**src/rtl/multicycle_control.sv**
```systemverilog
// rtl/multicycle_control.sv - multicycle IF/DEC/EXE/MEM/WB control FSM
// Optional illegal-opcode trap state enabled by macro CTRL_ILLEGAL_TRAP_EN.
module multicycle_control (
   input  logic        Clk,
   input  logic        Rst_n,
   input  logic [31:0] Instr,
   input  logic        Zero,
   output logic        IR_LdEn,
   output logic        PC_LdEn,
   output logic        PC_sel,
   output logic        RF_B_sel,
   output logic        RF_WrEn,
   output logic        RF_WrData_sel,
   output logic [1:0]  ImmExt,
   output logic        ALU_Bin_sel,
   output logic [3:0]  ALU_func,
   output logic        MEM_WrEn,
   output logic        Illegal
);

`ifdef CTRL_ILLEGAL_TRAP_EN
   typedef enum logic [2:0] {S_IF, S_DEC, S_EXE, S_MEM, S_WB, S_TRAP} state_t;
`else
   typedef enum logic [2:0] {S_IF, S_DEC, S_EXE, S_MEM, S_WB} state_t;
`endif

   state_t r_state;
   state_t w_next;

   logic [5:0] w_op;
   logic       w_rtype, w_addi, w_andi, w_ori, w_lw, w_sw, w_beq, w_bne, w_b;
   logic       w_br, w_legal;
   logic       w_unused;

   assign w_op     = Instr[31:26];
   assign w_rtype  = (w_op == 6'b100000) && (Instr[5:4] == 2'b11);
   assign w_addi   = (w_op == 6'b110000);
   assign w_andi   = (w_op == 6'b110010);
   assign w_ori    = (w_op == 6'b110011);
   assign w_lw     = (w_op == 6'b001111);
   assign w_sw     = (w_op == 6'b011111);
   assign w_beq    = (w_op == 6'b000000);
   assign w_bne    = (w_op == 6'b000001);
   assign w_b      = (w_op == 6'b111111);
   assign w_br     = w_beq | w_bne;
   assign w_legal  = w_rtype | w_addi | w_andi | w_ori | w_lw | w_sw | w_br | w_b;
   assign w_unused = ^Instr[25:6];

   always_ff @(posedge Clk or negedge Rst_n) begin
      if (!Rst_n) r_state <= S_IF;
      else        r_state <= w_next;
   end

   always_comb begin
      w_next        = S_IF;
      IR_LdEn       = 1'b0;
      PC_LdEn       = 1'b0;
      PC_sel        = 1'b0;
      RF_B_sel      = 1'b0;
      RF_WrEn       = 1'b0;
      RF_WrData_sel = 1'b1;
      ImmExt        = 2'b00;
      ALU_Bin_sel   = 1'b0;
      ALU_func      = 4'b0000;
      MEM_WrEn      = 1'b0;
      Illegal       = 1'b0;

      case (r_state)
         S_IF: begin
            IR_LdEn = 1'b1;
            w_next  = S_DEC;
         end
         S_DEC: begin
            RF_B_sel = w_sw | w_br;
            if (w_b) begin
               ImmExt  = 2'b11;
               PC_LdEn = 1'b1;
               PC_sel  = 1'b1;
               w_next  = S_IF;
            end else if (!w_legal) begin
`ifdef CTRL_ILLEGAL_TRAP_EN
               w_next  = S_TRAP;
`else
               PC_LdEn = 1'b1;
               w_next  = S_IF;
`endif
            end else begin
               w_next = S_EXE;
            end
         end
         S_EXE: begin
            w_next = S_WB;
            if (w_rtype) begin
               ALU_func = Instr[3:0];
            end else if (w_addi) begin
               ALU_Bin_sel = 1'b1;
            end else if (w_andi || w_ori) begin
               ALU_Bin_sel = 1'b1;
               ImmExt      = 2'b01;
               ALU_func    = w_andi ? 4'b0010 : 4'b0011;
            end else if (w_lw || w_sw) begin
               ALU_Bin_sel = 1'b1;
               RF_B_sel    = w_sw;
               w_next      = S_MEM;
            end else if (w_br) begin
               // Branch target add happens outside the ALU; ALU compares via sub.
               RF_B_sel = 1'b1;
               ALU_func = 4'b0001;
               ImmExt   = 2'b11;
               PC_LdEn  = 1'b1;
               PC_sel   = w_beq ? Zero : ~Zero;
               w_next   = S_IF;
            end
         end
         S_MEM: begin
            if (w_sw) begin
               RF_B_sel = 1'b1;
               MEM_WrEn = 1'b1;
               PC_LdEn  = 1'b1;
               w_next   = S_IF;
            end else begin
               w_next = S_WB;
            end
         end
         S_WB: begin
            RF_WrEn       = 1'b1;
            RF_WrData_sel = ~w_lw;
            PC_LdEn       = 1'b1;
            w_next        = S_IF;
         end
`ifdef CTRL_ILLEGAL_TRAP_EN
         S_TRAP: begin
            Illegal       = 1'b1;
            RF_WrData_sel = 1'b0;
            w_next        = S_TRAP;
         end
`endif
         default: w_next = S_IF;
      endcase

      // Outputs are forced quiet for as long as reset is held.
      if (!Rst_n) begin
         IR_LdEn       = 1'b0;
         PC_LdEn       = 1'b0;
         PC_sel        = 1'b0;
         RF_B_sel      = 1'b0;
         RF_WrEn       = 1'b0;
         RF_WrData_sel = 1'b0;
         ImmExt        = 2'b00;
         ALU_Bin_sel   = 1'b0;
         ALU_func      = 4'b0000;
         MEM_WrEn      = 1'b0;
         Illegal       = 1'b0;
      end
   end

endmodule
```
**config.mk**
```make
export PLATFORM = sky130hd
export DESIGN_NAME = multicycle_control
export DESIGN_NICKNAME = d
export VERILOG_FILES = /design/src/rtl/multicycle_control.sv
export SDC_FILE = /design/constraint.sdc
export NUM_CORES = 1
export LEC_CHECK = 0
export ABC_AREA = 1
export BUFFER_PORTS_ARGS = -buffer_cell sky130_fd_sc_hd__buf_2
export CORE_MARGIN = 1
export CORE_UTILIZATION = 32
export CTS_BUF_LIST = sky130_fd_sc_hd__clkbuf_8
export DETAILED_ROUTE_END_ITERATION = 8
export MAX_ROUTING_LAYER = met4
export PLACE_DENSITY = 0.76
export RECOVER_POWER = 25
export SYNTH_ARGS = -nofsm -noshare
export SYNTH_HDL_FRONTEND = slang
export SYNTH_SLANG_ARGS = --single-unit
```
**constraint.sdc**
```tcl
create_clock -name Clk -period 1.2 [get_ports Clk]
set_input_delay 0.18 -clock Clk [delete_from_list [all_inputs] [get_ports Clk]]
set_output_delay 0.18 -clock Clk [all_outputs]
set_load 0.05 [all_outputs]
```
== Word level (Yosys, flattened, before mapping) ==
Cells that the tools add are included.
W data, S select, Z words.
Word-level totals
  flip-flop bits (word level): 3
  input bits: 35
  output and inout bits: 15
  word-level logic and storage cells: 94
Operators by class
  eq/ne operators: 13
  muxes and demuxes: 64
  bitwise logic cells: 11
  reduce and logical (&&, ||, !) cells: 5
Operator list (number)
  $mux W1: 39
  $eq A6 B6 Y1 const B: 5
  $mux W2: 11
  $mux W3: 6
  $mux W4: 3
  $pmux W3 S4: 1
  $or A1 B1 Y1: 9
  $eq A3 B2 Y1 const B: 2
  $eq A6 B1 Y1 const B: 1
  $eq A6 B4 Y1 const B: 1
  $eq A6 B5 Y1 const B: 1
  $logic_not A6 Y1: 1
  $pmux W1 S4: 1
  $pmux W2 S2: 1
  $eq A3 B1 Y1 const B: 1
  $eq A3 B3 Y1 const B: 1
  $logic_not A3 Y1: 1
  $pmux W1 S3: 1
  $eq A2 B2 Y1 const B: 1
  $logic_or A1 B1 Y1: 2
  $not A1 Y1: 2
  $pmux W1 S2: 1
  $logic_and A1 B1 Y1: 1

== Longest topological paths before layout ==
Gate-level depths: netlist of the first run.
  word-level depth: 13
  mapped depth: 8
  gate-level depth less buffers: 8

== Worst setup path before layout of the first run ==
OpenSTA, ideal clock, no wires.
  kind: register -> output
  start: reg r_state[0]
  end: out IR_LdEn
  data arrival time: 1656 ps
  required time: 1020 ps
  slack: -636 ps
  stages on the path, launching flop included: 4
  path buffers: 0
  cells stage by stage: dfrtp_1 > nor2_1 > inv_1 > nor3_1
On the way
  cells in the longest elaborated chain, start to end: 3
RTL lines
  from (decl): RTL line 27  | state_t r_state;
  from (signal assigned): RTL line 51  | else r_state <= w_next;
  $logic_not A3 Y1: RTL line 68  | case (r_state)
  $mux W1: RTL line 68
  $mux W1: RTL line 142  | if (!Rst_n) begin
  to (decl): RTL line 8  | output logic IR_LdEn,
No other way between the ends.

== Worst setup path after layout of the first run ==
  start: reg r_state[0]
  end: out ALU_func[0]
On the way
  cells in the longest elaborated chain, start to end: 3
RTL lines
  $eq A3 B2 Y1: RTL line 68
  $mux W4: RTL line 68
  $mux W4: RTL line 142
  to (decl): RTL line 16  | output logic [3:0] ALU_func,
No other way between the ends.

==> results.tsv, run 1 <==
metric	value	unit
hold_ws	447	ps
final setup fails	17	
RSZ-0062 raised after global routing	true	
end of the critical path	ALU_func[0]	
residual DRC count	0	
top cells by area, synth	nand2_1 (22%), dfrtp_1 (15%), nor2_1 (14%)	
antenna viol nets, final	0	
Pwr Density	969	mW/mm2
largest net degree at the start of global routing	8	
fraction of layout cells with a size suffix above 1	64.2	%
Seq cells post-synth	3	
Synth area leader	nand2_1	
first-pass GRT wire length	3.30	mm
routed len/inst	15.8	um
vias in the first global route	774	
CTS tree	yes	
most frequent cells in the layout	buf_4 (27), nand2_1 (23), buf_2 (14)	
worst r2r path cells	7	
PortBufs	28	
Clock Skew	3.02	ps
Final nets	187	
core area	0.00137	mm2
Final Max Tran Viols	0	
Mapped Avg Cell Area	5.33	um2
total of max-cap violations	0	
Post-Synthesis Cells	93	
setup TNS	-6280	ps
crit path from	r_state[0]$_DFF_PN0_	
max FFs per register	3	
final-report hold violation count	0	
Area Overhead vs Synth	141	%
root buf cell	clkbuf_8	
Post-Synthesis Cell Area	495	um2
sequential fraction of the synthesis area	15.2	%
worst reg2reg path endpoint	r_state[2]$_DFF_PN0_	
CP Class	reg2out	
Skew-Pair Late Insertion Delay	220	ps
DIE AREA	0.00171	mm2
clock-pin slew on the worst setup and hold paths	30	ps
Critical Path Source Type	flop	
DRT Pass-1 Iters	4	
gr usage total	31.8	%
Arr. time, crit path	1510	ps
DR iter-0 viols	24	
final setup margin	-488	ps
biggest regs	r_state x3	
crit-path max FO	4	
status	complete, but fails checks	
Antenna Cells	0	
Largest Register	r_state	
commonest non-fill, non-tap cell in the layout	buf_4	
row count	13	
via count	895	
Tcrit/Tclk final	141	%
final WL	2.63	mm
total power	1160	uW
Clock Tree Buf Depth	2	
utilization after layout	87.4	%
Distinct cells, synth	19	
die width	41.4	um
f_max	592	MHz
R2R setup slack	-150	ps
fin crit period	1690	ps
H-tree depth	1	
Layout fillers	73	
post-place setup slack	-311	ps
die height	41.4	um
initial antenna violation count	0	
synthesis warning total	0	
clock sink count	3	
Mapped Nets	128	
Final GP Congestion	0.791	
Crit. End Element	output pin	
failing checks	negative setup slack	
post-synth top area share	22.0	%
CP Data Required Time	1020	ps
kind of path behind the tightest hold check	in2reg	
hpwl dp	1.48	mm
Lkg Pwr	0.000545	uW
grt total ovfl	0	
reg2reg start	r_state[1]$_DFF_PN0_	
Ports	50	
VDD IR-drop max	0.00118	V
starting density of the core	36.3	%
Via density	5.39	
cts bufs inserted	3	
## cells in the mapped netlist (all sizes together)
cell type,n
nand3,9
a31oi,2
a21oi,5
nor3,2
conb,1
a41oi,1
nand2,32
nor2,22
buf,1
dfrtp,3
o21ai,2
inv,13
## timing repair
| item | CTS | global route |
|---|---|---|
| resized for setup | 34 | 7 |
| buffers inserted | 4 | 1 |
| pin swaps | 5 | 4 |
| gates cloned | 0 | 0 |
| endpoints found under the hold margin | 3 | 0 |
| setup endpoints to repair | 15 | 16 |
| hold buffers | 1 | 0 |
## power by group
group	leakage (uW)	switching [uW]	internal [uW]
clock	0.0000269	73.9	218
sequential	0.0000362	35.9	128
combinational	0.000482	421	279
## layout make-up
| type | instances | area (um2) | area share, % |
|---|---|---|---|
| sequential | 3 | 77.6 | 6.50 |
| tap | 15 | 18.8 | 1.57 |
| timing repair buffer | 55 | 433 | 36.3 |
| clock buffer | 3 | 41.3 | 3.46 |
| clock inverter | 1 | 3.75 | 0.314 |
| inverter | 13 | 51.3 | 4.30 |
| multi-input combinational | 76 | 568 | 47.6 |
## metal layers
metal	GRT usage, %	part of all wire, %
met5	-	0
met4	10.5	3.0
met3	9.04	6.6
met2	55.5	54
met1	34.5	37
## critical path, stage by stage (launching register included)
cell and delay (ps):
dfrtp_1 410, inv_1 120, nand3_4 100, nor2_4 120, inv_2 60, buf_4 170, a21oi_4 130, buf_6 170
## stage by stage
| stage | cell area (um2) | cells |
|---|---|---|
| 4_1_cts | 1160 | 165 |
| 2_1_floorplan | 649 | 93 |
| 3_5_place_dp | 958 | 156 |
| 5_1_grt | 1190 | 166 |
| 3_3_place_gp | 958 | 156 |
| 6_report | 1190 | 166 |
## worst min path at each step
stage / from / endpoint / slack (ps) / depth (start not counted)
finish: Instr[31] / r_state[0]$_DFF_PN0_ / 450 / 5
global placement: Rst_n / r_state[1]$_DFF_PN0_ / 80 / 2
global route: Instr[31] / r_state[0]$_DFF_PN0_ / 480 / 5
floorplan: Rst_n / r_state[0]$_DFF_PN0_ / -120 / 0
CTS: Instr[31] / r_state[2]$_DFF_PN0_ / 380 / 5
detailed placement: Rst_n / r_state[1]$_DFF_PN0_ / 80 / 2
## cells by family (layout without fill, tap and decap cells)
logic type,Yosys count,count (layout),share of synthesized area [%]
other,1,1,0.757
flip-flops,3,3,15.2
buffers and inverters,14,72,11.4
AO/OA/AOI/OAI,10,10,12.1
AND/OR/NAND/NOR,65,65,60.6
No activity file was read; power rests on OpenSTA's default activity.
==> run 2, diff against run 1 <==
ABC_AREA = not set   (was 1)
==> run 2 against run 1 <==
The flow now stops in 5_1_grt. Area after synthesis shrank 0.50%. Synthesized cell count shrank 26%.
==> results.tsv, run 2 <==
metric	value	unit	change
Clock Tree Buf Depth	2		unchanged
PortBufs	28		unchanged
Distinct cells, synth	37		+18
largest net degree at the start of global routing	9		
Mapped Avg Cell Area	7.14	um2	+34%
Synth area leader	dfrtp_1		
Err	[ERROR DPL-0033] detailed placement checks failed during check placement.		
sequential fraction of the synthesis area	15.2	%	+0.077 points
row count	13		unchanged
starting density of the core	36.1	%	-0.18 points
die height	41.3	um	-0.24%
post-synth top area share	15.2	%	-6.7 points
GRT repair_timing worst endpoint	PC_sel		
Cells after DPL	125		-20%
initial antenna violation count	0		
Post-Synthesis Cells	69		-26%
synthesis warning total	0		unchanged
Ports	50		unchanged
Seq cells post-synth	3		unchanged
Mapped Nets	104		-19%
H-tree depth	1		unchanged
cts bufs inserted	3		unchanged
Final GP Congestion	0.866		+9.5%
Last stage	5_1_grt		
hpwl dp	1.32	mm	-11%
Post-Synthesis Cell Area	493	um2	-0.50%
Worst EP Category	primary output		
root buf cell	clkbuf_8		
Post-synth EDFFs	0		unchanged
die width	41.3	um	-0.24%
status	aborted with a tool error		
clock sink count	3		unchanged
synth cell count leaders	nand2_1 (8), nor2_1 (6), nor2b_1 (5)		
ys async rst share	100	%	unchanged
most frequent cell after synthesis	nand2_1		
top cells by area, synth	dfrtp_1 (15%), nor2b_1 (6.3%), nand2_1 (6.1%)		
Most used DFF post-synth	dfrtp_1		
## run 2: per-stage QoR
| stage | worst slack, ps | cell area, um2 | util [%] |
|---|---|---|---|
| 4_1_cts | -575 | 1310 | 95.7 |
| 3_5_place_dp | -560 | 946 | 69.2 |
| 3_3_place_gp | -575 | 946 | 69.2 |
| 2_1_floorplan | -464 | 712 | - |
## run 2: what timing repair did
| item | 4_1_cts |
|---|---|
| hold buffers | 1 |
| pin swaps | 19 |
| setup buffers | 11 |
| gates resized for setup | 62 |
| endpoints found under the hold margin | 3 |
| endpoints found under the setup margin | 14 |
## run 2: kinds of logic after synthesis
kind of cell / Yosys count / synth area share (%)
other: 1 / 0.761
DFF: 3 / 15.2
xor gates and xnor gates: 1 / 1.78
buffers and inverters: 6 / 6.85
and+or+nand+nor: 47 / 58.9
AOI/OAI and AO/OA: 11 / 16.5
==> run 3, diff against run 2 <==
CORE_AREA = 2 2 63 65   (was not set)
CORE_MARGIN = not set   (was 1)
CORE_UTILIZATION = not set   (was 32)
CTS_BUF_LIST = not set   (was sky130_fd_sc_hd__clkbuf_8)
DIE_AREA = 0 0 65 67   (was not set)
MAX_ROUTING_LAYER = not set   (was met4)
PLACE_DENSITY = not set   (was 0.76)
PLACE_DENSITY_LB_ADDON = 0.15   (was not set)
clock period = 1.6 ns   (was 1.2 ns; I/O delays follow)
==> run 3 against run 2 <==
The flow now finishes, with violations (negative setup slack). Area after synthesis is the same. Synthesized cell count is the same.
==> results.tsv, run 3 <==
metric	value	unit	change
CP max-delay cell	or4_4		
most frequent cells in the layout	buf_4 (24), buf_6 (17), buf_2 (10)		
Layout fillers	373		
f_max	535	MHz	
Arr. time, crit path	1630	ps	
grt total ovfl	0		
kind of path behind the tightest hold check	in2async		
most frequent cell after synthesis	nand2_1		
commonest non-fill, non-tap cell in the layout	buf_4		
register area	76.3	um2	
fraction of layout cells with a size suffix above 1	78.1	%	
fin crit period	1870	ps	
root buf cell	clkbuf_8		
residual DRC count	0		
synthesis warning total	0		unchanged
final WL	1.99	mm	
clock-pin slew on the worst setup and hold paths	30	ps	
DR iter-0 viols	7		
utilization after layout	37.5	%	
Final Cell Area	0.00135	mm2	
main combinational cell family by area after synthesis	simple AND/OR/NAND/NOR gates		
final setup margin	-270	ps	
first-pass GRT wire length	3.46	mm	
Final GP Congestion	0.812		-6.2%
die height	67	um	+62%
post-synth top area share	15.2	%	unchanged
final-report hold violation count	0		
core area	0.00361	mm2	
DP Area	937	um2	-0.93%
sequential fraction of the synthesis area	15.2	%	unchanged
via count	720		
Simple-Gate Fraction of Synth Area	58.9	%	unchanged
Mapped Avg Cell Area	7.14	um2	unchanged
initial antenna violation count	0		
synth cell count leaders	nand2_1 (8), nor2_1 (6), nor2b_1 (5)		
PortBufs	28		unchanged
Lkg Pwr	0.000566	uW	
routed len/inst	11.3	um	
Area Overhead vs Synth	174	%	
share of power burned in registers	12.8	%	
Int Power	574	uW	
row count	22		+9
Clk pwr share	25.2	%	
H-tree depth	1		unchanged
Synth area leader	dfrtp_1		
CP cell instances	nor2b_2 -> nand2_2 -> or4_4 -> o21ai_4 -> buf_6		
CTS tree	yes		
VDD IR-drop max	0.000254	V	
Synth Area in Adders	0	%	unchanged
Post-Synthesis Cells	69		unchanged
ys async rst share	100	%	unchanged
Post-synth EDFFs	0		unchanged
Post-Synth XOR/XNOR Area	1.78	%	unchanged
Clock Skew	0.306	ps	
Comb pwr share	62.0	%	
Antenna Cells	0		
Skew-Pair Late Insertion Delay	220	ps	
Via density	4.09		
RSZ-0062 raised after global routing	true		
total of max-cap violations	0		
Crit. End Element	output pin		
die width	65	um	+58%
CP Data Required Time	1360	ps	
clock sink count	3		unchanged
post-synthesis mux area share	0	%	unchanged
Critical Path Source Type	flop		
hpwl dp	1.54	mm	+17%
CP bufs+invs	1		
antenna viol nets, final	0		
Clock Tree Buf Depth	2		unchanged
Multi-input gate area	616	um2	
Post-Synthesis Cell Area	493	um2	unchanged
crit-path max FO	3		
DIE AREA	0.00436	mm2	
Switching Fraction	37.9	%	
Final nets	164		
starting density of the core	13.7	%	-22 points
biggest regs	r_state x3		
Pwr Density	683	mW/mm2	
status	complete, but fails checks		
Mapped Nets	104		unchanged
Tcrit/Tclk final	117	%	
cts bufs inserted	3		unchanged
Worst path max stage delay	520	ps	
Synth Area in Compound Gates	16.5	%	unchanged
final setup fails	11		
Ports	50		unchanged
gr usage total	10.2	%	
Most used DFF post-synth	dfrtp_1		
Seq cells post-synth	3		unchanged
failing checks	negative setup slack		
Distinct cells, synth	37		unchanged
delay-heaviest family, CP	simple AND/OR/NAND/NOR gates		
cell depth of the worst setup path	5		
DRT Pass-1 Iters	3		
max FFs per register	3		
NetSw	350	uW	
worst r2r path cells	4		
CP Class	reg2out		
Largest Register	r_state		
vias in the first global route	764		
Final Max Tran Viols	0		
largest net degree at the start of global routing	7		
top cells by area, synth	dfrtp_1 (15%), nor2b_1 (6.3%), nand2_1 (6.1%)		
## run 3: cell counts after synthesis
Identical to the previous run, type by type.
## run 3: layout make-up
type	instances	share of cell area, %
well taps	48	4.44
repair buffers	60	40.8
multi-input cells	60	45.5
clock buffers	4	3.33
inverters	1	0.278
flip-flops and latches	3	5.64
## run 3: final timing paths
kind | from | to | slack [ps]
max in group asynchronous | Rst_n | r_state[1]$_DFF_PN0_ | 920
min in group Clk | r_state[0]$_DFF_PN0_ | r_state[0]$_DFF_PN0_ | 660
max | r_state[2]$_DFF_PN0_ | PC_sel | -270
max reg2reg | r_state[0]$_DFF_PN0_ | r_state[1]$_DFF_PN0_ | 420
min | Rst_n | r_state[2]$_DFF_PN0_ | 520
min reg2reg | r_state[0]$_DFF_PN0_ | r_state[0]$_DFF_PN0_ | 660
## run 3: power by group through the flow
stage | clock [uW] | combinational [uW] | sequential [uW]
after floorplan | 0 | 239 | 98.4
after global placement | 0 | 363 | 118
after detailed placement | 0 | 362 | 117
after CTS | 233 | 527 | 116
after global routing | 246 | 611 | 120
final | 233 | 573 | 118
## run 3: cells by family (layout without fill, tap and decap cells)
logic type | after synthesis | count (layout)
and+or+nand+nor | 47 | 47
AOI/OAI and AO/OA | 11 | 11
buffers and inverters | 6 | 65
DFF | 3 | 3
other | 1 | 1
xor gates and xnor gates | 1 | 1
## run 3: metal layers
layer | vias up | global-route usage, % | wire length (um) | share of wire (%)
li1 | 366 | - | - | -
met5 | - | 0 | 0 | 0
met3 | 2 | 1.86 | 32 | 1.6
met1 | 343 | 11.1 | 816 | 41
met2 | 9 | 19.1 | 1120 | 57
met4 | 0 | 4.52 | 14 | 0.70
## run 3: per-stage QoR
step | setup WS [ps] | instances | total power, uW | hold WS [ps] | TNS (ps)
after floorplan | -298 | 69 | 338 | -55.6 | -1120
after global placement | -365 | 163 | 480 | 144 | -2620
after detailed placement | -385 | 163 | 479 | 143 | -2680
after CTS | -277 | 174 | 876 | 513 | -1800
after global routing | -324 | 176 | 976 | 566 | -2260
final | -270 | 176 | 924 | 519 | -1650
## run 3: timing repair
action | 4_1_cts | 5_1_grt
hold endpoints to repair | 3 | 0
buffers inserted | 6 | 3
resized for setup | 68 | 15
endpoints found under the setup margin | 14 | 13
pin swaps | 13 | 12
hold buffers | 1 | 0
## run 3: worst min-delay path, cell delays in order
cell	delay, ps
buf_2	80
buf_4	130
dlygate4sd3_1	630
